==> config.mk <==
export PLATFORM = sky130hd
export DESIGN_NAME = time_calculate
export DESIGN_NICKNAME = d
export VERILOG_FILES = /design/src/rtl/time_calculate.sv
export SDC_FILE = /design/constraint.sdc
export NUM_CORES = 1
export LEC_CHECK = 0
export CAP_MARGIN = 0
export CORE_MARGIN = 2
export CORE_UTILIZATION = 39
export CTS_BUF_LIST = sky130_fd_sc_hd__clkbuf_4 sky130_fd_sc_hd__clkbuf_8
export DETAILED_ROUTE_END_ITERATION = 6
export PLACE_DENSITY = 0.77
export REMOVE_ABC_BUFFERS = 1
export SETUP_SLACK_MARGIN = 0.5
export SYNTH_ARGS = -nofsm -noshare
export SYNTH_HDL_FRONTEND = slang
export SYNTH_SLANG_ARGS = --single-unit
==> constraint.sdc <==
create_clock -name clk -period 1.65 [get_ports clk]
set_input_delay 0.2475 -clock clk [delete_from_list [all_inputs] [get_ports clk]]
set_output_delay 0.2475 -clock clk [all_outputs]
set_load 0.02 [all_outputs]
==> src/rtl/time_calculate.sv <==
// Parking-duration calculator: registers (exit - entry) mod 2^WIDTH and a
// rollover flag one cycle after each valid timestamp pair.
module time_calculate #(
    parameter int WIDTH = 8
) (
    input  logic             clk,
    input  logic             rst,
    input  logic             in_valid,
    input  logic [WIDTH-1:0] time_out,
    input  logic [WIDTH-1:0] time_in,
    output logic [WIDTH-1:0] result,
    output logic             out_valid,
    output logic             wrapped
);

    // Modular difference: the carry out of the subtraction is dropped on purpose,
    // so a counter rollover between entry and exit still yields the true duration.
    function automatic logic [WIDTH-1:0] mod_diff(input logic [WIDTH-1:0] t_exit,
                                                  input logic [WIDTH-1:0] t_entry);
        logic [WIDTH:0] full;
        full = {1'b0, t_exit} - {1'b0, t_entry};
        return full[WIDTH-1:0];
    endfunction

    function automatic logic rolled_over(input logic [WIDTH-1:0] t_exit,
                                         input logic [WIDTH-1:0] t_entry);
        return (t_exit < t_entry);
    endfunction

    logic [WIDTH-1:0] result_p1;
    logic             wrapped_p1;
    logic             vld_p1;

    // Stage p1: output registers; billing sees only flopped values.
    always_ff @(posedge clk) begin
        if (rst) begin
            result_p1  <= '0;
            wrapped_p1 <= 1'b0;
            vld_p1     <= 1'b0;
        end else begin
            vld_p1 <= in_valid;
            if (in_valid) begin
                result_p1  <= mod_diff(time_out, time_in);
                wrapped_p1 <= rolled_over(time_out, time_in);
            end
        end
    end

    assign result    = result_p1;
    assign wrapped   = wrapped_p1;
    assign out_valid = vld_p1;

endmodule

==> out/qor.csv <==
stage,metric,value,unit
outcome,status,finished clean,
synthesis,Post-Synth Adder-Cell Area,0.169,
synthesis,Synth Instances,84,
synthesis,main combinational cell family by area after synthesis,simple AND/OR/NAND/NOR gates,
critical_path,CP max stage delay,380,ps
critical_path,Critical Path RT,1840,ps
final_layout,share of cells above drive strength 1,0.603,
timing,FMAX,668,MHz
critical_path,Critical Path AT,1690,ps
timing,Final Max Tran Viols,0,
floorplan,io pins,29,
floorplan,Core ar.,1730,um^2
critical_path,Top delay family on crit path,compound AO/OA/AOI/OAI gates,
timing,final hold violation count,0,
clock_network,CTS tree,done,
clock_network,root buffer cell,clkbuf_4,
synthesis,Yosys Warn Count,0,
drt,Total Wirelength,2.43,mm
synthesis,commonest cells in the synthesized netlist,"10 x dfxtp_1, 10 x inv_1, 10 x nor2_1",
drt,vias post-DR,854,
timing,RSZ-0062 raised after global routing,true,
place,GP Congestion,0.721,
place,Placed Cells,148,
grt,number of global-route vias before repair,834,
hold_path,hold depth,3,
power_and_ir_drop,power per cell area,685,nW/um^2
final_layout,synth-to-layout area growth,91.2,%
floorplan,Die X-Extent,46.7,um
hold_path,hold endpoint,result[0],
drt,post-route ant nets,0,
hold_path,worst min-delay path category,primary input to flop,
timing,Worst Tran Pin Value,226,ps
drt,Iter 0 DRT Violations,8,
clock_network,TritonCTS Buffers,3,
critical_path,Setup Crit Path Kind,primary input to flop,
drt,vias per inst,5.30,
place,port buffer count,28,
clock_network,Sink Count,10,
critical_path,reg2reg start,result[7],
floorplan,die area,2180,um^2
critical_path,reg2reg end,result[7],
critical_path,r2r setup slk,800,ps
hold_path,worst min-delay path startpoint,time_in[0],
synthesis,cell taking the most area after synthesis,dfxtp_1,
synthesis,asr flop ratio synth,0,
timing,final setup violation count,0,
timing,fin crit period,1500,ps
critical_path,Worst setup EP type,flop,
synthesis,Yosys reg bits,10,
power_and_ir_drop,Max IR drop VDD,0.000521,V
critical_path,"Buf+Inv Stages, Crit Path",3,
drt,drt pass-1 iters,4,
grt,Total GRT Usage,0.224,
synthesis,Mapped Area,709,um^2
timing,Clock Skews,0,ps
timing,Max transition margin,0.848,
critical_path,slowest CP cell,fa_2,
synthesis,Yosys top cell area share,0.282,
grt,largest net degree at the start of global routing,14,
critical_path,CP startpoint kind,primary input,
synthesis,Mean Syn Cell Area,8.45,um^2
power_and_ir_drop,P_leak,0.000615,uW
final_layout,Final #Nets,165,
drt,DR WL/cell,15.1,um
grt,first-pass GRT wire length,3.43,mm
critical_path,critical-path cell list,buf_8 -> inv_4 -> ha_4 -> inv_2 -> fa_2 -> a211oi_4 -> o21ai_1 -> o2111ai_1 -> nand3_1 -> a21oi_1,
synthesis,"Top FF cell, synth",dfxtp_1,
synthesis,complex-gate fraction of the synthesized area,0.182,
clock_network,Bufs on Longest Clock Path,2,
clock_network,Worst-Skew Late Latency,270,ps
floorplan,FP Rows,15,
floorplan,Starting Density,0.411,
synthesis,Synth cell types,33,
final_layout,Non-Filler Instances,161,
synthesis,post-synthesis sequential area ratio,0.282,
grt,GR Overflow Total,0,
synthesis,mux cell area share after synthesis,0.0423,
clock_network,clk slew on worst S/H paths,70,ps
clock_network,H-Tree Depth,1,
drt,DRC,0,
job,# Max-Cap Violations,0,
synthesis,synth top area cells,"dfxtp_1 28%, ha_1 14%, inv_1 5.3%",
synthesis,"EDFF count, synth",0,
place,hpwl dp,1.49,mm
critical_path,critical-path maximum fanout,3,
critical_path,R2R cell count,2,
synthesis,Post-Synth Simple-Gate Area,0.224,
grt,antenna violations before repair,0,
floorplan,die height,46.7,um
final_layout,# diodes,0,
final_layout,final core occ,0.786,
timing,period utilisation layout,0.907,
synthesis,Post-Synth XOR/XNOR Area,0.0247,
power breakdown:
part | internal (uW) | switching (uW) | leakage (uW)
clock network | 134 | 96.8 | 0.0000210
registers | 265 | 11.6 | 0.0000828
logic | 224 | 198 | 0.000512
total | 623 | 307 | 0.000615
tightest hold or removal path, delay by kind of cell:
family / cells / cell delay (ps)
compound gates: 1 / 60
buf+inv: 1 / 70
fa+ha+maj: 1 / 110
sequential cells by signal, indices dropped and copies added, names as in the netlist:
signal / count
result: 8
wrapped: 1
out_valid: 1
cell families after synthesis:
family	count (synthesis)
buffers and inverters	14
multiplexers	3
flip-flops	10
XOR/XNOR	2
AND/OR/NAND/NOR	27
adder cells (fa/ha/maj)	9
AO/OA/AOI/OAI	19
routing by layer:
metal	vias to the layer above	part of all wire	GRT usage	routed length [um]
met2	33	0.52	0.406	1280
met5	-	0	0	0
li1	405	-	-	-
met1	407	0.39	0.250	957
met4	0	0.023	0.100	57
met3	9	0.058	0.0431	141
final cells by class:
class | count | area [um^2]
clock buffer | 4 | 36.3
fill | 122 | 370
inverter | 10 | 45.0
multi-input combinational | 60 | 636
sequential | 10 | 200
tap | 25 | 31.3
timing repair buffer | 52 | 408
what timing repair did:
item / CTS / global route
pin swaps: 21 / 24
buffers inserted: 3 / 6
resized for setup: 92 / 40
endpoints found under the setup margin: 18 / 17
hold buffers: 0 / 0
cloned: 0 / 0
how the worst max path moves through the flow:
stage / startpoint / endpoint / cells after the start
2_1_floorplan: time_out[0] / result[6] / 9
3_3_place_gp: time_in[0] / wrapped / 9
3_5_place_dp: time_in[0] / result[6] / 9
4_1_cts: time_in[0] / result[6] / 9
5_1_grt: time_out[0] / wrapped / 10
6_report: time_out[0] / wrapped / 10
placed cells by master (no fill, tap or decap), types with 2 or more instances in the layout:
cell / count
a21oi_1: 2
clkbuf_2: 7
a211oi_1: 2
buf_2: 9
nor3b_1: 2
ha_4: 8
nor2_1: 9
buf_4: 20
mux2i_1: 3
o21ai_2: 2
clkbuf_4: 3
nand3_1: 2
a21o_1: 3
inv_4: 3
clkdlybuf4s50_1: 4
nor2_2: 2
dfxtp_1: 10
inv_1: 2
inv_2: 5
buf_6: 9
metrics by stage:
stage | hold slack (ps) | power (uW) | TNS [ps] | cell area (um^2) | setup WS, ps
after global routing | 271 | 975 | 0 | 1360 | 33.7
after global placement | 465 | 587 | -2800 | 1120 | -512
final | 264 | 929 | 0 | 1360 | 154
after floorplan | 317 | 428 | -24.4 | 693 | -15.9
after detailed placement | 477 | 598 | -3270 | 1120 | -616
after CTS | 272 | 885 | 0 | 1310 | 166
(Power assumes the default switching activity.)
==> RTL edit 1 (config.mk and constraints unchanged) <==
Put one more register stage on the output `out_valid`. The value now appears one clock later. The other outputs are not delayed to match.
--- a/src/rtl/time_calculate.sv
+++ b/src/rtl/time_calculate.sv
@@ -48,7 +48,9 @@
 
     assign result    = result_p1;
     assign wrapped   = wrapped_p1;
-    assign out_valid = vld_p1;
+    always_ff @(posedge clk) begin
+        out_valid <= vld_p1;
+    end
 
 endmodule
 
Formal check against the unedited RTL: not equivalent (a bounded check fails within 4 cycles, from zero or initial values and one cycle with rst high).
==> RTL edit 1 against the unedited design <==
  * Wire length increased by 11%
  * Largest cell class unchanged
  * Setup slack got worse by 0.030 ns
  * Area after synthesis increased by 2.8%
  * Clock skew about the same
  * Highest routed layer unchanged
  * Sequential cell count increased by 1
  * Die area increased by 2.6%
  * Cell area unchanged
  * Power increased by 2.9%
==> RTL edit 1: results (changes against the unedited design) <==
* Number of global-route vias before repair at 914 (was 834)
* Flip-flop and latch count after synthesis at 11 (was 10)
* First-pass GRT wire length at 4305 µm (was 3429 µm)
* Setup skew after layout at 0.00008188 ns (was 0 ns)
* Sum of met3 wire segment lengths after detailed routing at 143 µm (was 141 µm)
* Antenna violations before repair at 0 (unchanged)
* Total clock buffers created by CTS at 3 (unchanged)
* Top cell family by delay on the critical path: adder cells (was compound AO/OA/AOI/OAI gates)
* Total global-route track usage at 29.33% (was 22.41%)
* Final weighted congestion of routability-driven global placement at 0.7711 (was 0.7206)
* Area of combinational cells with multiple inputs at 650.6 µm² (was 635.6 µm²)
* Sw Ratio at 35.31% (was 33.00%)
* Cell leakage power at 0.6099 nW (was 0.6155 nW)
* Part of the Yosys area used for sequential elements at 30.19% (was 28.22%)
* Non-Clock Buffer Area Fraction at 27.95% (was 30.07%)
* Slowest Stage Delay on Critical Path at between 0.3 and 0.4 ns
* Vias post-DR at 869 (was 854)
* Main area contributors after synthesis: dfxtp_1 30%, ha_1 14%, inv_1 5.1%, nor2_1 5.1%, mux2i_1 4.1% (was dfxtp_1 28%, ha_1 14%, inv_1 5.3%, nor2_1 5.3%, mux2i_1 4.2%)
* Result of the run: complete, no violations (unchanged)
* Worst slew pin tran at 0.2678 ns (was 0.2256 ns)
* Cells after DPL at 150 (was 148)
* Non-clock buffer count at 49 (was 52)
* Insertion delay of the later-clocked pin in the worst-skew pair at 0.29 ns (was 0.27 ns)
* Final core utilization at 77.71% (was 78.55%)
* Met2 WL at 1443 µm (was 1276 µm)
* Sequential cell fraction of total power at 31.6% (was 29.8%)
* Max Buffers Root-to-Sink at 2 (unchanged)
* Number of DRC markers after the initial detailed-route iteration at 12 (was 8)
* Final net count at 163 (was 165)
* Number of filler cells placed in the layout at 121 (was 122)
* Placed standard-cell area at 1145 µm² (was 1117 µm²)
* Commonest cells post-synth: 11 x dfxtp_1, 10 x inv_1, 10 x nor2_1 (was 10 x dfxtp_1, 10 x inv_1, 10 x nor2_1)
* Detailed-route wire length on metal 1 at 969 µm (was 957 µm)
* Peak ir drop on the vdd network at 704.1 µV (was 520.5 µV)
* Fraction of final layout cells with drive strength greater than 1 at 58.21% (was 60.29%)
* Clock network share of area at 2.214% (was 2.675%)
* Total area of sequential cells at 220.2 µm² (was 200.2 µm²)
* Die area at 2232 µm² (was 2176 µm²)
* Total combinational power at 0.427 mW (was 0.422 mW)
* Total Wirelength at 2709 µm (was 2432 µm)
* HPWL Detailed at 1435 µm (was 1485 µm)
* Number of cells produced by synthesis at 85 (was 84)
* Pin count of the biggest net entering global routing at 12 (was 14)
-- RTL edit 1: repair_timing --
item,4_1_cts,5_1_grt
pin swaps,29,20
endpoints found under the setup margin,18,17
gates resized for setup,118,17
buffers inserted,4,1
-- RTL edit 1: stage by stage --
stage,setup WS [ns],TNS (ns),power (mW)
after floorplan,-0.01587,-0.02439,0.4544
after global placement,-0.4998,-2.874,0.6174
after detailed placement,-0.5792,-3.265,0.6236
after CTS,0.1379,0,0.9165
after global routing,0.08367,0,1.000
final,0.1236,0,0.9560
-- RTL edit 1: final timing paths --
check	from	to	slack, ns
setup / recovery	time_out[0]	result[4]$_SDFFE_PP0P_	0.12
setup reg to reg	result[7]$_SDFFE_PP0P_	result[7]$_SDFFE_PP0P_	0.82
hold / removal	time_in[0]	result[0]$_SDFFE_PP0P_	0.27
hold reg to reg	vld_p1$_SDFF_PP0_	out_valid$_DFF_P_	0.36
-- RTL edit 1: per-layer routing --
layer,vias up,global-route usage (%)
li1,402,-
met1,404,27.55
met2,46,54.86
met3,17,6.923
met4,0,20.00
met5,-,0
-- RTL edit 1: logic make-up (layout without fill, tap and decap cells) --
logic type / after synthesis / in the layout / share of synthesized area [%]
buf+inv: 14 / 63 / 7.375
xor+xnor: 2 / 2 / 2.402
mux: 3 / 3 / 4.117
compound gates: 19 / 19 / 17.67
simple gates: 27 / 27 / 21.79
fa+ha+maj: 9 / 9 / 16.47
flops: 11 / 11 / 30.19
-- RTL edit 1: worst reg2reg max path: cells and delay by family (launching register included) --
kind               cells  cell delay [ns]
and+or+nand+nor        1             0.13
AOI/OAI and AO/OA      1             0.27
DFF                    1             0.32
==> RTL edit 2 (same settings) <==
Without the edit above. Add an input register stage for `time_out`, cleared by the reset; this delays it by one clock. The other inputs are not delayed to match.
--- a/src/rtl/time_calculate.sv
+++ b/src/rtl/time_calculate.sv
@@ -12,6 +12,16 @@
     output logic             out_valid,
     output logic             wrapped
 );
+
+    logic [WIDTH-1:0] time_out_q;
+
+    always_ff @(posedge clk) begin
+        if (rst) begin
+            time_out_q <= '0;
+        end else begin
+            time_out_q <= time_out;
+        end
+    end
 
     // Modular difference: the carry out of the subtraction is dropped on purpose,
     // so a counter rollover between entry and exit still yields the true duration.
@@ -40,8 +50,8 @@
         end else begin
             vld_p1 <= in_valid;
             if (in_valid) begin
-                result_p1  <= mod_diff(time_out, time_in);
-                wrapped_p1 <= rolled_over(time_out, time_in);
+                result_p1  <= mod_diff(time_out_q, time_in);
+                wrapped_p1 <= rolled_over(time_out_q, time_in);
             end
         end
     end
Check against the original RTL: not equivalent (Yosys sat finds a counterexample within 4 cycles, from zero or initial values and one cycle with rst high).
==> RTL edit 2 against the unedited design <==
  * The flow now finishes with violations (setup timing)
  * Final cell count rose by 11%
  * Sequential cell count is 8 higher
  * Power grew 25%
  * Critical path depth decreased by 1
  * Register-to-register slack lost 0.89 ns
  * Sequential power rose by 76%
  * Via count rose by 4.8%
  * Cell area is 14% higher
  * Wire length up 8.5%
  * Setup slack lost 0.25 ns
  * Area after synthesis increased by 30%
  * Non-clock buffer count is 2 lower
  * Critical endpoint is now result[6]$_SDFFE_PP0P_
  * Largest power group is now registers
==> RTL edit 2: results (changes against the unedited design) <==
* Result of the run: complete, but fails checks (was complete, no violations)
* Violated checks: setup timing
* Final setup violation count at 6 (was 0)
* Setup skew after layout at 0.001584 ns (was 0 ns)
* Routed vias/inst at 5.028 (was 5.304)
* Fraction of final layout cells with drive strength greater than 1 at 44.67% (was 60.29%)
* Worst slew pin tran at 0.2493 ns (was 0.2256 ns)
* Internal power of the cells at 0.8168 mW (was 0.6226 mW)
* CTS clock-pin slew for the worst setup and hold paths at 0.10 ns (was 0.07 ns)
* Final Worst Setup Slack at -0.09411 ns (was 0.1537 ns)
* Final weighted congestion of routability-driven global placement at 0.7584 (was 0.7206)
* Number of global-route vias before repair at 882 (was 834)
* HPWL Detailed at 1543 µm (was 1485 µm)
* Post-synthesis mux area share at 3.265% (was 4.233%)
* Data arrival, critical path at 1.99 ns (was 1.69 ns)
* Post-layout instance area at 1546 µm² (was 1356 µm²)
* Final net count at 179 (was 165)
* Post-Synth Adder-Cell Area at 13.06% (was 16.93%)
* Avg WL per Cell at 14.82 µm (was 15.11 µm)
* Part of the Yosys area used for sequential elements at 39.18% (was 28.22%)
* Pin count of the biggest net entering global routing at 15 (was 14)
* Worst r2r path cells at 9 (was 2)
* Commonest cells post-synth: 18 x dfxtp_1, 10 x inv_1, 10 x nor2_1 (was 10 x dfxtp_1, 10 x inv_1, 10 x nor2_1)
* Top cell family by delay on the critical path: simple AND/OR/NAND/NOR gates (was compound AO/OA/AOI/OAI gates)
* Total negative slack for setup checks at -0.3778 ns (was 0 ns)
* Critical-path top delay cell: or4b_1 (was fa_2)
* Main area contributors after synthesis: dfxtp_1 39%, ha_1 11%, nor2b_1 6.1%, inv_1 4.1%, nor2_1 4.1% (was dfxtp_1 28%, ha_1 14%, inv_1 5.3%, nor2_1 5.3%, mux2i_1 4.2%)
* First-pass GRT wire length at 3891 µm (was 3429 µm)
* Insertion delay of the later-clocked pin in the worst-skew pair at 0.30 ns (was 0.27 ns)
* Number of DRC markers after the initial detailed-route iteration at 16 (was 8)
* Slowest Stage Delay on Critical Path at 0.46 ns (was 0.38 ns)
* Worst slack, placed at -0.6137 ns (was -0.6160 ns)
* Xor and xnor fraction of the mapped netlist area at 1.905% (was 2.469%)
* Synthesized area divided by synthesized cell count at 9.196 µm² (was 8.446 µm²)
* Total global-route track usage at 19.24% (was 22.41%)
* Total Wirelength at 2638 µm (was 2432 µm)
## RTL edit 2: power by group through the flow
stage / Combinational [mW] / Sequential (mW) / Clock [mW]
after global routing: 0.428 / 0.491 / 0.310
final: 0.401 / 0.487 / 0.276
after floorplan: 0.119 / 0.519 / 0
after global placement: 0.301 / 0.491 / 0
after detailed placement: 0.308 / 0.493 / 0
after CTS: 0.353 / 0.486 / 0.281
## RTL edit 2: path summary, 6_finish.rpt
| check | end | slack [ns] | startpoint |
|---|---|---|---|
| worst max register to register | result[6]$_SDFFE_PP0P_ | -0.09 | time_out_q[0]$_SDFF_PP0_ |
| worst max-delay path | result[6]$_SDFFE_PP0P_ | -0.09 | time_out_q[0]$_SDFF_PP0_ |
| worst min-delay path | result[0]$_SDFFE_PP0P_ | 0.43 | time_in[0] |
| worst min register to register | result[0]$_SDFFE_PP0P_ | 0.49 | result[0]$_SDFFE_PP0P_ |
## RTL edit 2: logic make-up (layout without fill, tap and decap cells)
| group | count (synthesis) | after routing |
|---|---|---|
| xor+xnor | 2 | 2 |
| flops | 18 | 18 |
| simple gates | 35 | 35 |
| compound gates | 19 | 19 |
| fa+ha+maj | 9 | 9 |
| mux | 3 | 3 |
| buf+inv | 14 | 64 |
## RTL edit 2: timing repair
item                       in CTS  in global routing
resized for setup              73                 17
buffers inserted                5                  2
setup endpoints to repair      18                 12
pin swaps                      25                 17
## RTL edit 2: cell type report
type	instances	area share (%)
clock buffers	4	2.346
inverters	10	2.427
multi-input cells	68	42.80
flip-flops and latches	18	23.71
well taps	28	2.265
repair buffers	50	26.46
## RTL edit 2: per-layer routing
layer	wire length [µm]	up-vias	share of wire, %	global-route usage, %
li1	-	445	-	-
met1	1153	421	44	22.36
met2	1319	25	50	33.13
met3	116	4	4.4	4.000
met4	48	0	1.8	9.402
met5	0	-	0	0
